## src/rtl/dest_strobe_responder.sv

```systemverilog
// Destination-side strobe/stall responder: accepts and acks strobes, counts them, flags overruns.
// Optional WAIT_RDY timeout is enabled by defining DEST_RESP_TIMEOUT_EN.
module dest_strobe_responder #(
   parameter int unsigned PULSE_LIMIT    = 5,
   parameter int unsigned ACK_CYCLES     = 2,
   parameter int unsigned CNT_W          = 8,
   parameter int unsigned TIMEOUT_CYCLES = 64
) (
   input  logic             i_dest_clk,
   input  logic             i_dest_reset,
   input  logic             i_dest_strobe,
   input  logic             i_consumer_ready,
   input  logic             i_count_clr,
   output logic             o_dest_stall,
   output logic             o_strobe_valid,
   output logic [CNT_W-1:0] o_pulse_count,
   output logic             o_limit_reached,
   output logic             o_overrun_err,
   output logic             o_timeout_err
);

   localparam int unsigned      ACK_W    = (ACK_CYCLES > 1) ? $clog2(ACK_CYCLES) : 1;
   localparam logic [ACK_W-1:0] ACK_LAST = ACK_W'(ACK_CYCLES - 1);
   localparam logic [CNT_W-1:0] CNT_MAX  = {CNT_W{1'b1}};
   localparam logic [CNT_W-1:0] LIMIT    = CNT_W'(PULSE_LIMIT);

   typedef enum logic [1:0] {
      S_IDLE     = 2'd0,
      S_WAIT_RDY = 2'd1,
      S_ACK      = 2'd2
   } state_t;

   if (ACK_CYCLES < 1 || TIMEOUT_CYCLES < 1 || PULSE_LIMIT < 1) begin : g_bad_param
      $error("dest_strobe_responder: ACK_CYCLES, TIMEOUT_CYCLES and PULSE_LIMIT must be >= 1");
   end

   function automatic logic [CNT_W-1:0] sat_inc(input logic [CNT_W-1:0] v);
      if (v == CNT_MAX) begin
         return v;
      end else begin
         return v + CNT_W'(1);
      end
   endfunction

   state_t             r_state;
   logic [ACK_W-1:0]   r_ack_cnt;
   logic               r_dest_stall;
   logic               r_strobe_valid;
   logic [CNT_W-1:0]   r_pulse_count;
   logic               r_limit_reached;
   logic               r_overrun_err;

   logic               w_accept;
   logic               w_overrun;
   logic [CNT_W-1:0]   w_cnt_base;
   logic [CNT_W-1:0]   w_cnt_next;
   logic               w_timeout_evt;

`ifdef DEST_RESP_TIMEOUT_EN
   localparam int unsigned      TMO_W    = (TIMEOUT_CYCLES > 1) ? $clog2(TIMEOUT_CYCLES) : 1;
   localparam logic [TMO_W-1:0] TMO_LAST = TMO_W'(TIMEOUT_CYCLES - 1);

   logic [TMO_W-1:0] r_wait_cnt;
   logic             r_timeout_err;

   assign w_timeout_evt = (r_state == S_WAIT_RDY) && !i_consumer_ready && (r_wait_cnt == TMO_LAST);

   // Consecutive not-ready WAIT_RDY cycles; restarts from zero on every entry into WAIT_RDY.
   always_ff @(posedge i_dest_clk) begin
      if (i_dest_reset) begin
         r_wait_cnt    <= '0;
         r_timeout_err <= 1'b0;
      end else begin
         r_timeout_err <= (i_count_clr ? 1'b0 : r_timeout_err) | w_timeout_evt;
         if (r_state == S_WAIT_RDY) begin
            r_wait_cnt <= r_wait_cnt + TMO_W'(1);
         end else begin
            r_wait_cnt <= '0;
         end
      end
   end

   assign o_timeout_err = r_timeout_err;
`else
   assign w_timeout_evt = 1'b0;
   assign o_timeout_err = 1'b0;
`endif

   // Strobe classification and the next pulse count (clear applies before the increment).
   always_comb begin
      w_accept   = i_dest_strobe && (r_state == S_IDLE);
      w_overrun  = i_dest_strobe && (r_state != S_IDLE);
      w_cnt_base = i_count_clr ? '0 : r_pulse_count;
      if (w_accept) begin
         w_cnt_next = sat_inc(w_cnt_base);
      end else begin
         w_cnt_next = w_cnt_base;
      end
   end

   // Handshake FSM with registered stall/valid outputs plus the counters and sticky flags.
   always_ff @(posedge i_dest_clk) begin
      if (i_dest_reset) begin
         r_state         <= S_IDLE;
         r_ack_cnt       <= '0;
         r_dest_stall    <= 1'b1;
         r_strobe_valid  <= 1'b0;
         r_pulse_count   <= '0;
         r_limit_reached <= 1'b0;
         r_overrun_err   <= 1'b0;
      end else begin
         r_strobe_valid  <= w_accept;
         r_pulse_count   <= w_cnt_next;
         r_limit_reached <= (w_cnt_next >= LIMIT);
         r_overrun_err   <= (i_count_clr ? 1'b0 : r_overrun_err) | w_overrun;
         case (r_state)
            S_IDLE: begin
               r_ack_cnt <= '0;
               if (w_accept && i_consumer_ready) begin
                  r_state      <= S_ACK;
                  r_dest_stall <= 1'b0;
               end else if (w_accept) begin
                  r_state      <= S_WAIT_RDY;
                  r_dest_stall <= 1'b1;
               end else begin
                  r_state      <= S_IDLE;
                  r_dest_stall <= 1'b1;
               end
            end
            S_WAIT_RDY: begin
               r_ack_cnt <= '0;
               if (i_consumer_ready || w_timeout_evt) begin
                  r_state      <= S_ACK;
                  r_dest_stall <= 1'b0;
               end else begin
                  r_state      <= S_WAIT_RDY;
                  r_dest_stall <= 1'b1;
               end
            end
            S_ACK: begin
               // The last low cycle hands back to IDLE so the stall rises on the same edge.
               if (r_ack_cnt == ACK_LAST) begin
                  r_state      <= S_IDLE;
                  r_ack_cnt    <= '0;
                  r_dest_stall <= 1'b1;
               end else begin
                  r_state      <= S_ACK;
                  r_ack_cnt    <= r_ack_cnt + ACK_W'(1);
                  r_dest_stall <= 1'b0;
               end
            end
            default: begin
               r_state      <= S_IDLE;
               r_ack_cnt    <= '0;
               r_dest_stall <= 1'b1;
            end
         endcase
      end
   end

   assign o_dest_stall    = r_dest_stall;
   assign o_strobe_valid  = r_strobe_valid;
   assign o_pulse_count   = r_pulse_count;
   assign o_limit_reached = r_limit_reached;
   assign o_overrun_err   = r_overrun_err;

endmodule

```

## config.mk

```make
export PLATFORM = sky130hd
export DESIGN_NAME = dest_strobe_responder
export DESIGN_NICKNAME = d
export VERILOG_FILES = /design/src/rtl/dest_strobe_responder.sv
export SDC_FILE = /design/constraint.sdc
export NUM_CORES = 1
export LEC_CHECK = 0
export BUFFER_PORTS_ARGS = -buffer_cell sky130_fd_sc_hd__buf_2
export CAP_MARGIN = 20
export CORE_MARGIN = 2
export CORE_UTILIZATION = 49
export DETAILED_ROUTE_END_ITERATION = 16
export GPL_TIMING_DRIVEN = 0
export MAX_ROUTING_LAYER = met4
export PLACE_DENSITY = 0.85
export SLEW_MARGIN = 20
export SYNTH_ARGS = -nofsm -noshare
export SYNTH_HDL_FRONTEND = slang
export SYNTH_SLANG_ARGS = --single-unit
```

## constraint.sdc

```tcl
create_clock -name i_dest_clk -period 2.3 [get_ports i_dest_clk]
set_input_delay 0.46 -clock i_dest_clk [delete_from_list [all_inputs] [get_ports i_dest_clk]]
set_output_delay 0.46 -clock i_dest_clk [all_outputs]
set_load 0.01 [all_outputs]
```

==> metrics.md <==
| Metric | Value |
|---|---|
| Status | `complete, no violations` |
| Crit share post-route | `a little over 80%` |
| Most numerous cell in the Yosys netlist | `dfxtp_1` |
| Most used DFF post-synth | `dfxtp_1` |
| Number of library cell types mapped by synthesis | `37` |
| Pwr/cell area | `569 nW/um2` |
| Sequential fraction of the synthesis area | `42.0%` |
| Nets | `between 100 and 150` |
| Synth warn | `0` |
| # Post-CTS Setup Buffers | `0` |
| Clock sink count | `15` |
| Yosys reg bits | `15` |
| Area added between synthesis and finish | `17.5%` |
| Largest cells by area after synthesis | `dfxtp_1 42%, nor2_1 5.8%, a21oi_1 3.5%` |
| Mapped cell area | `approximately 700 um2` |
| Die height | `approximately 42 um` |
| Crit start category | `register` |
| Layout cell share with drive strength beyond 1 | `approximately a quarter` |
| Critical path class | `reg -> reg` |
| Vias in the first global route | `532` |
| Cells after synthesis | `82` |
| ANT nets after route | `0` |
| Core footprint | `1330 um2` |
| Post-synth top area cell | `dfxtp_1` |
| Largest net degree at the start of global routing | `11` |
| Row Count | `13` |
| Ant. Diodes | `0` |
| CTS buffer count | `3` |
| Final setup vio count | `0` |
| Maxcap violations | `0` |
| Average size of a mapped cell | `between 8 and 9 um2` |
| Total number of vias | `slightly below 700` |
| Root buffer cell | `clkbuf_4` |
| IO Pins | `18` |
| Dpl hpwl | `1130 um` |
| CTS HTree Levels | `1` |
| Drt drc | `0` |
| Chip Width | `42.2 um` |
| Post-synth top area share | `a little over two fifths` |
| # hold bufs at CTS | `0` |
| Drt first pass iters | `4` |
| Synth top cells by count | `15 x dfxtp_1, 11 x nor2_1, 5 x a21oi_1, 4 x nand2_1, 4 x nor3_1` |
| Post-CTS Resized | `0` |
| Initial detailed-routing violation count | `46` |
| Initial Util | `53.7%` |
| Post-Route WL | `1520 um` |
| Peak VDD IR | `~0.36 mV` |
| Design area | `841 um2` |
| Overall routing resource usage | `17.6%` |
| Drt wl/cell | `13.0 um` |
| Slowest stage delay, CP | `roughly 0.50 ns` |
| Initial antenna violation count | `0` |
| Port Buffers | `16` |
| CTS tree | `done` |
| Critical Path RT | `2.47 ns` |
| Slew Viols, Final | `0` |
| Critical Path AT | `2.05 ns` |
| GR Overflow Total | `0` |
| Setup TNS | `0 ns` |
| Syn Nets | `87` |
| Leak | `0.338 nW` |
| Clk_lat worst skew | `0.28 ns` |
| Worst setup EP type | `register` |
| Hold crit path type | `in -> reg` |
| Post-synth EDFFs | `0` |
| Max Buffers Root-to-Sink | `2` |
| Max Clock Skew | `0.000536 ns` |
| RSZ-0062 raised after global routing | `no` |
| Die area | `1780 um2` |
| Via density | `5.94` |
| Slowest CP cell | `nor3b_2` |
| Critical path cell sequence | `nor3b_2 > o2111ai_1 > a32oi_1 > or4b_1` |
| First-pass GRT wire length | `around 2400 um` |
| Gpl congestion | `0.864` |
| Worst Tran Pin Value | `approximately 0.54 ns` |
| Tmin final | `1.88 ns` |
| Clk slew on worst S/H paths | `roughly 0.09 ns` |
| Slew HR | `between 60% and 70%` |
| Synth async-reset ratio | `0%` |
| Fmax | `between 500 and 600 MHz` |
| Placed Area | `815 um2` |
| Hold Fails Final Rpt | `0` |
| Worst-path fanout max | `9` |
[power by group]
part	internal [mW]	switching (mW)
sequential	0.268	0.00646
clock	0.0674	0.0842
combinational	0.0208	0.0309
total	0.356	0.122
[per-layer routing]
layer,GRT usage [%],part of all wire [%],vias to the layer above
li1,-,-,350
met1,23.7,48,308
met2,24.9,43,33
met3,5.17,8.0,4
met4,6.25,0.86,0
met5,-,0,-
[layout by cell type, fill, tap and decap left out, types with 2 or more instances in the layout]
| cell | instances |
|---|---|
| buf_2 | 16 |
| dfxtp_1 | 15 |
| nor2_1 | 11 |
| a21oi_1 | 5 |
| nor3_1 | 4 |
| nand2_1 | 4 |
| inv_1 | 3 |
| clkbuf_1 | 3 |
| o21ai_0 | 3 |
| clkbuf_4 | 3 |
| nand3_1 | 2 |
| nand4_1 | 2 |
| nor2b_1 | 2 |
| or2_2 | 2 |
| a211oi_1 | 2 |
| and3_1 | 2 |
[critical path, delay by kind of cell, from the launching register on]
kind	cells	cell delay [ns]
AOI/OAI and AO/OA	2	0.45
DFF	1	0.37
and+or+nand+nor	2	0.94
[area by class of cell]
| class | count | area (um2) |
|---|---|---|
| fillers | 118 | 493 |
| multi-input cells | 61 | 389 |
| flip-flops and latches | 15 | 300 |
| repair buffers | 16 | 80.1 |
| clock buffers | 4 | 26.3 |
| well taps | 15 | 18.8 |
| plain buffers | 3 | 15.0 |
| inverters | 3 | 11.3 |
[registers in the layout (all words and copies together) (netlist names)]
signal           count
o_strobe_valid       1
o_pulse_count        8
o_limit_reached      1
r_ack_cnt            1
r_state              2
o_overrun_err        1
o_dest_stall         1
[worst paths after layout]
| kind | from | endpoint | slack (ns) | depth (start not counted) |
|---|---|---|---|---|
| max | r_state[0] | o_limit_reached | 0.42 | 4 |
| min | i_consumer_ready | r_state[0] | 0.34 | 2 |
| max reg2reg | r_state[0] | o_limit_reached | 0.42 | 4 |
| min reg2reg | o_overrun_err | o_overrun_err | 0.48 | 2 |
[logic make-up (layout without fill, tap and decap cells)]
family / Yosys count / after routing / synth area share (%)
AO/OA/AOI/OAI: 21 / 21 / 21.9
flip-flops: 15 / 15 / 42.0
AND/OR/NAND/NOR: 39 / 39 / 32.0
other: 1 / 1 / 0.524
buffers and inverters: 6 / 26 / 3.67
[through the flow]
step | std cells | utilization (%) | power (mW) | hold slack (ns) | worst slack, ns
finish | 117 | 63.0 | 0.478 | 0.337 | 0.417
detailed placement | 113 | 61.1 | 0.332 | 0.470 | 0.257
global route | 117 | 63.0 | 0.501 | 0.333 | 0.314
global placement | 113 | 61.1 | 0.330 | 0.449 | 0.271
floorplan | 82 | - | 0.313 | 0.464 | 0.597
CTS | 117 | 63.0 | 0.482 | 0.332 | 0.435
(Power assumes the default switching activity.)
